--- config.mk ---
export PLATFORM = sky130hd
export DESIGN_NAME = red_seq_flat
export DESIGN_NICKNAME = d
export VERILOG_FILES = /design/src/rtl/red_pkg.sv /design/src/rtl/red_seq_if.sv /design/src/rtl/red_lane_adder.sv /design/src/rtl/red_seq.sv /design/src/flat_wrapper.sv
export SDC_FILE = /design/constraint.sdc
export NUM_CORES = 1
export LEC_CHECK = 0
export CAP_MARGIN = 20
export CORE_UTILIZATION = 54
export CTS_CLUSTER_DIAMETER = 150
export DETAILED_ROUTE_END_ITERATION = 7
export GPL_ROUTABILITY_DRIVEN = 1
export PLACE_DENSITY = 0.8
export SETUP_SLACK_MARGIN = 0.02
export SYNTH_ARGS = -nofsm -noshare
export SYNTH_HDL_FRONTEND = slang
export SYNTH_SLANG_ARGS = --single-unit
--- constraint.sdc ---
create_clock -name clk -period 7.7 [get_ports clk]
set_input_delay 1.925 -clock clk [delete_from_list [all_inputs] [get_ports clk]]
set_output_delay 1.925 -clock clk [all_outputs]
set_load 0.02 [all_outputs]
--- src/rtl/red_pkg.sv ---
// Shared types and constants for the RED nibble-reduction sequencer.
// RED_FLUSH_EN (optional) adds a flush input to red_seq_if and red_seq.
package red_pkg;

  localparam int NIBBLE_W  = 4;
  localparam int NUM_PAIRS = 4;
  localparam int ACC_W     = 7;

  typedef enum logic [1:0] {
    IDLE  = 2'd0,
    ACCUM = 2'd1,
    DONE  = 2'd2
  } redState_t;

  function automatic int accumCycles(input int lanes);
    return NUM_PAIRS / lanes;
  endfunction

endpackage

--- src/rtl/red_seq_if.sv ---
// Operand/result handshake bundle between the execute stage and red_seq.
// Carries the flush line only when RED_FLUSH_EN is defined.
interface red_seq_if #(
  parameter int RES_W = 16
);
  logic             in_valid;
  logic             in_ready;
  logic [15:0]      in_a;
  logic [15:0]      in_b;
  logic             res_valid;
  logic             res_ready;
  logic [RES_W-1:0] res_sum;
  logic             busy;
`ifdef RED_FLUSH_EN
  logic             flush;

  modport master (
    output in_valid, in_a, in_b, res_ready, flush,
    input  in_ready, res_valid, res_sum, busy
  );
  modport slave (
    input  in_valid, in_a, in_b, res_ready, flush,
    output in_ready, res_valid, res_sum, busy
  );
`else
  modport master (
    output in_valid, in_a, in_b, res_ready,
    input  in_ready, res_valid, res_sum, busy
  );
  modport slave (
    input  in_valid, in_a, in_b, res_ready,
    output in_ready, res_valid, res_sum, busy
  );
`endif
endinterface

--- src/rtl/red_lane_adder.sv ---
// Combinational slice: adds LANES nibble pairs onto the running accumulator.
// Purely combinational; all state lives in red_seq.
module red_lane_adder
  import red_pkg::*;
#(
  parameter int LANES = 1
) (
  input  logic [LANES*NIBBLE_W-1:0] nibA,
  input  logic [LANES*NIBBLE_W-1:0] nibB,
  input  logic [ACC_W-1:0]          accIn,
  output logic [ACC_W-1:0]          accOut
);

  always_comb begin
    accOut = accIn;
    for (int l = 0; l < LANES; l++) begin
      accOut = accOut + ACC_W'(nibA[l*NIBBLE_W +: NIBBLE_W])
                      + ACC_W'(nibB[l*NIBBLE_W +: NIBBLE_W]);
    end
  end

endmodule

--- src/rtl/red_seq.sv ---
// Multi-cycle RED sequencer: sums all eight nibbles of two 16-bit operands
// through one LANES-wide adder slice. RED_FLUSH_EN adds an in-flight cancel.
//
//   state | meaning
//   IDLE  | ready for operands, in_ready high
//   ACCUM | adding LANES nibble pairs per edge into acc
//   DONE  | res_valid high, holding res_sum until res_ready
module red_seq
  import red_pkg::*;
#(
  parameter int LANES = 1,
  parameter int RES_W = 16
) (
  input  logic     clk,
  input  logic     rst_n,
  red_seq_if.slave bus
);

  localparam int SEL_W = LANES * NIBBLE_W;
  localparam logic [1:0] LAST_IDX = 2'((accumCycles(LANES) - 1) * LANES);

  redState_t        state;
  logic             inReadyQ;
  logic             resValidQ;
  logic             busyQ;
  logic [RES_W-1:0] resSumQ;
  logic [1:0]       idx;
  logic [ACC_W-1:0] acc;
  logic [ACC_W-1:0] accNext;
  logic [15:0]      opA;
  logic [15:0]      opB;
  logic [SEL_W-1:0] nibA;
  logic [SEL_W-1:0] nibB;
  logic             lastStep;
  logic             flushReq;

`ifdef RED_FLUSH_EN
  assign flushReq    = bus.flush;
  assign bus.in_ready = inReadyQ & ~bus.flush;
`else
  assign flushReq    = 1'b0;
  assign bus.in_ready = inReadyQ;
`endif

  assign bus.res_valid = resValidQ;
  assign bus.res_sum   = resSumQ;
  assign bus.busy      = busyQ;

  // Pair index wraps modulo 4; only in-range pairs are ever consumed.
  always_comb begin
    nibA = '0;
    nibB = '0;
    for (int l = 0; l < LANES; l++) begin
      nibA[l*NIBBLE_W +: NIBBLE_W] = opA[{idx + 2'(l), 2'b00} +: NIBBLE_W];
      nibB[l*NIBBLE_W +: NIBBLE_W] = opB[{idx + 2'(l), 2'b00} +: NIBBLE_W];
    end
  end

  assign lastStep = (idx == LAST_IDX);

  red_lane_adder #(
    .LANES (LANES)
  ) uLaneAdder (
    .nibA   (nibA),
    .nibB   (nibB),
    .accIn  (acc),
    .accOut (accNext)
  );

  always_ff @(posedge clk or negedge rst_n) begin
    if (!rst_n) begin
      state     <= IDLE;
      inReadyQ  <= 1'b1;
      resValidQ <= 1'b0;
      resSumQ   <= '0;
      busyQ     <= 1'b0;
      idx       <= '0;
      acc       <= '0;
      opA       <= '0;
      opB       <= '0;
    end else if (flushReq) begin
      state     <= IDLE;
      inReadyQ  <= 1'b1;
      resValidQ <= 1'b0;
      busyQ     <= 1'b0;
      idx       <= '0;
      acc       <= '0;
    end else begin
      case (state)
        IDLE: begin
          if (bus.in_valid && inReadyQ) begin
            opA      <= bus.in_a;
            opB      <= bus.in_b;
            acc      <= '0;
            idx      <= '0;
            inReadyQ <= 1'b0;
            busyQ    <= 1'b1;
            state    <= ACCUM;
          end
        end
        ACCUM: begin
          acc <= accNext;
          idx <= idx + 2'(LANES);
          if (lastStep) begin
            resSumQ   <= RES_W'(accNext);
            resValidQ <= 1'b1;
            state     <= DONE;
          end
        end
        DONE: begin
          if (bus.res_ready) begin
            resValidQ <= 1'b0;
            inReadyQ  <= 1'b1;
            busyQ     <= 1'b0;
            state     <= IDLE;
          end
        end
        default: begin
          resValidQ <= 1'b0;
          inReadyQ  <= 1'b1;
          busyQ     <= 1'b0;
          state     <= IDLE;
        end
      endcase
    end
  end

endmodule

--- src/flat_wrapper.sv ---
// flat-port wrapper written by rule: the top's interface ports become plain ports
module red_seq_flat import red_pkg::*;
#(
  parameter int LANES = 1,
  parameter int RES_W = 16
)
  (clk, rst_n, bus_in_valid, bus_in_a, bus_in_b, bus_res_ready, bus_in_ready, bus_res_valid, bus_res_sum, bus_busy);
  red_seq_if #(.RES_W(RES_W)) bus_i ();
  input  logic clk;
  input  logic rst_n;
  input wire logic [$bits(bus_i.in_valid)-1:0] bus_in_valid;
  input wire logic [$bits(bus_i.in_a)-1:0] bus_in_a;
  input wire logic [$bits(bus_i.in_b)-1:0] bus_in_b;
  input wire logic [$bits(bus_i.res_ready)-1:0] bus_res_ready;
  output wire logic [$bits(bus_i.in_ready)-1:0] bus_in_ready;
  output wire logic [$bits(bus_i.res_valid)-1:0] bus_res_valid;
  output wire logic [$bits(bus_i.res_sum)-1:0] bus_res_sum;
  output wire logic [$bits(bus_i.busy)-1:0] bus_busy;
  assign bus_i.in_valid = bus_in_valid;
  assign bus_i.in_a = bus_in_a;
  assign bus_i.in_b = bus_in_b;
  assign bus_i.res_ready = bus_res_ready;
  assign bus_in_ready = bus_i.in_ready;
  assign bus_res_valid = bus_i.res_valid;
  assign bus_res_sum = bus_i.res_sum;
  assign bus_busy = bus_i.busy;
  red_seq #(.LANES(LANES), .RES_W(RES_W)) u_core (.clk(clk), .rst_n(rst_n), .bus(bus_i));
endmodule
==> results.cfg <==
[synth]
yosysWarnings = 0
yosysTopAreaCell = dfrtp_1
syn_avg_cell_area_um2 = 13.6
synth-seq-cells = 53
synth_area_um2 = 2530
synth.distinct_cells = 32
ys_seq_area_frac = 0.525
synth_top_area_frac = 0.514
synth_area_leaders = dfrtp_1 51%, mux2_2 15%, mux4_2 7.1%
synthCells = 186

[die]
die_w_um = 70.4
initial_core_util = 0.573
pin_count = 55
fp.dieH_um = 70.4
die-area_um2 = 4960
num_rows = 24
core_area_um2 = 4410

[clock_tree]
htreeDepth = 2
cts_buffers = 5
clk_pin_slew_ns = 0.09
clockRootBuffer = clkbuf_8
cts_setup_buffers = 0
clk-insertion-delay-late_ns = 0.31
post_cts_resized = 0
cts_sinks = 53
hold_buffers = 0
clk_path_buf_depth = 2
cts_tree = done

[final_layout]
final_common_cell = dfrtp_1
nFillCells = 336
area_growth_pct = 20.4
drive_gt1_frac = 0.247
fin_area_um2 = 3050
final_cell_mix = 52 x dfrtp_1, 44 x clkdlybuf4s50_1, 34 x mux2_2
multi_input_area_um2 = 1110
fin_cells = 283
seq_area_um2 = 1330
layout.nets = 276
n_antenna_cell = 0

[detailed_routing]
ant_nets = 0
vias_per_cell = 5.46
wl_um = 4350
wl_met3_um = 152
first_iter_violations = 69
vias = 1546
wl_met1_um = 1980
drt-pass1-iter-count = 4
drc = 0
met2_length_um = 2140
top_layer = met4
wl_per_cell_um = 15.4

[timing]
rsz0062_at_grt = false
finalMaxSlewViolations = 0
slew-limit-headroom = 0.338
timing.fmax_mhz = 282
tns_ns = 0
setup_violations = 0
fin_skew_ns = 0.0107
worst_slew_pin_slew_ns = 0.993
worst_slack_ns = 4.15
finalCritPeriodShare = 0.460
finalHoldViolations = 0
min_period_ns = 3.55

[run_status]
status = finished, final reports clean

[grt]
grt_max_degree = 54
antenna_found_initial = 0
grt-ovfl-total = 0
track_usage = 0.200
grt_pass1_wl_um = 7590
grt_pass1_vias = 1616

[place]
placed_cells = 275
pre_cts_slack_ns = 3.82
port_buffers = 45
hpwlAfterDp_um = 3100
place_area_um2 = 2960
finalWeightedCongestion = 0.764

[power]
p_clk_frac = 0.114
cellPowerDensity_nw_per_um2 = 439
p_seq_frac = 0.375
p_total_w = 0.00134
p_sw_w = 0.000507
swShare = 0.379
power_leakage_nw = 1.32
peakVddDrop_uv = 216
p_int_w = 0.000831
pwr-share-comb = 0.512

[worst_setup_path]
crit_required_ns = 7.89
slowest_delay_ns = 0.89
cp-start-kind = input pin
critical_path_class = input pin to flip-flop
path_cells = clkdlybuf4s50_1 -> and4bb_2 -> mux2_2
path_max_fanout = 40
crit_path_end_kind = flip-flop
critical_path.slowest_cell = and4bb_2
arrival_ns = 3.74

[min_path]
hold_path_class = flip-flop to flip-flop

[job]
maxCapViolCount = 0
-- synth_stat cells, drive strengths merged --
library cell  instances
nor2b                 2
fa                    5
a211oi                2
and2b                 1
xor2                  1
mux4                  8
o31ai                 2
nand2                22
o32a                  1
clkbuf                1
and4bb                1
o21ai                12
xnor2                 3
o22ai                 2
conb                  1
mux2                 35
o21bai                2
a22o                  1
ha                    5
nor2                  5
dfrtp                52
buf                  16
a21oi                 3
dfstp                 1
nand2b                1
a21o                  1
-- cells by family after synthesis --
family / Yosys count / synth area share
flip-flops: 53 / 0.525
multiplexers: 43 / 0.227
AND/OR/NAND/NOR: 32 / 0.0569
AO/OA/AOI/OAI: 26 / 0.0648
buffers and inverters: 17 / 0.0470
adder cells (fa/ha/maj): 10 / 0.0643
XOR/XNOR: 4 / 0.0139
other: 1 / 0.00148
-- flip-flops by register name, indices dropped and copies added (netlist names) --
signal	count
u_core.opA	16
u_core.opB	16
u_core.bus.in_ready	1
u_core.bus.res_valid	1
u_core.state	2
u_core.bus.busy	1
u_core.acc	7
u_core.idx	2
u_core.bus.res_sum	7
-- critical path, delay by kind of cell --
family / cells / cell delay [ns]
simple gates: 1 / 0.89
buf+inv: 1 / 0.47
mux: 1 / 0.42
-- through the flow --
step	util	hold slack, ns
2_1_floorplan	-	0.475
3_3_place_gp	0.670	0.462
3_5_place_dp	0.670	0.470
4_1_cts	0.690	0.491
5_1_grt	0.690	0.518
6_report	0.690	0.482
-- path summary, 6_finish.rpt --
check                                             startpoint                           endpoint  slack [ns]  depth (start not counted)
setup / recovery                                bus_in_valid          u_core.opA[6]$_DFFE_PN0P_        4.15                          3
hold / removal             u_core.bus.res_sum[5]$_DFFE_PN0P_  u_core.bus.res_sum[5]$_DFFE_PN0P_        0.48                          2
min in group asynchronous                              rst_n  u_core.bus.res_sum[1]$_DFFE_PN0P_        1.72                          2
max in group asynchronous                              rst_n          u_core.acc[3]$_DFFE_PN0P_        5.55                          2
hold reg to reg            u_core.bus.res_sum[5]$_DFFE_PN0P_  u_core.bus.res_sum[5]$_DFFE_PN0P_        0.48                          2
setup reg to reg                   u_core.idx[0]$_DFFE_PN0P_  u_core.bus.res_sum[5]$_DFFE_PN0P_        4.43                          8
-- power by group through the flow --
stage	Sequential [W]	Clock, W	Combinational [W]
floorplan	0.000486	0	0.000519
global placement	0.000502	0	0.000657
detailed placement	0.000510	0	0.000684
CTS	0.000504	0.000156	0.000684
global route	0.000523	0.000168	0.000755
finish	0.000501	0.000152	0.000685
-- per-layer routing --
layer | vias to the layer above | global-route usage
met5 | - | 0
met4 | 0 | 0.0800
met3 | 7 | 0.0346
met2 | 48 | 0.326
met1 | 764 | 0.267
li1 | 727 | -
-- layout make-up --
| type | instances | area share |
|---|---|---|
| Tap cell | 52 | 0.0214 |
| Multi-Input combinational cell | 124 | 0.366 |
| Timing Repair Buffer | 46 | 0.149 |
| Sequential cell | 53 | 0.436 |
| Clock buffer | 5 | 0.0226 |
| Clock inverter | 3 | 0.00575 |
Power figures use the tool's default switching activity.
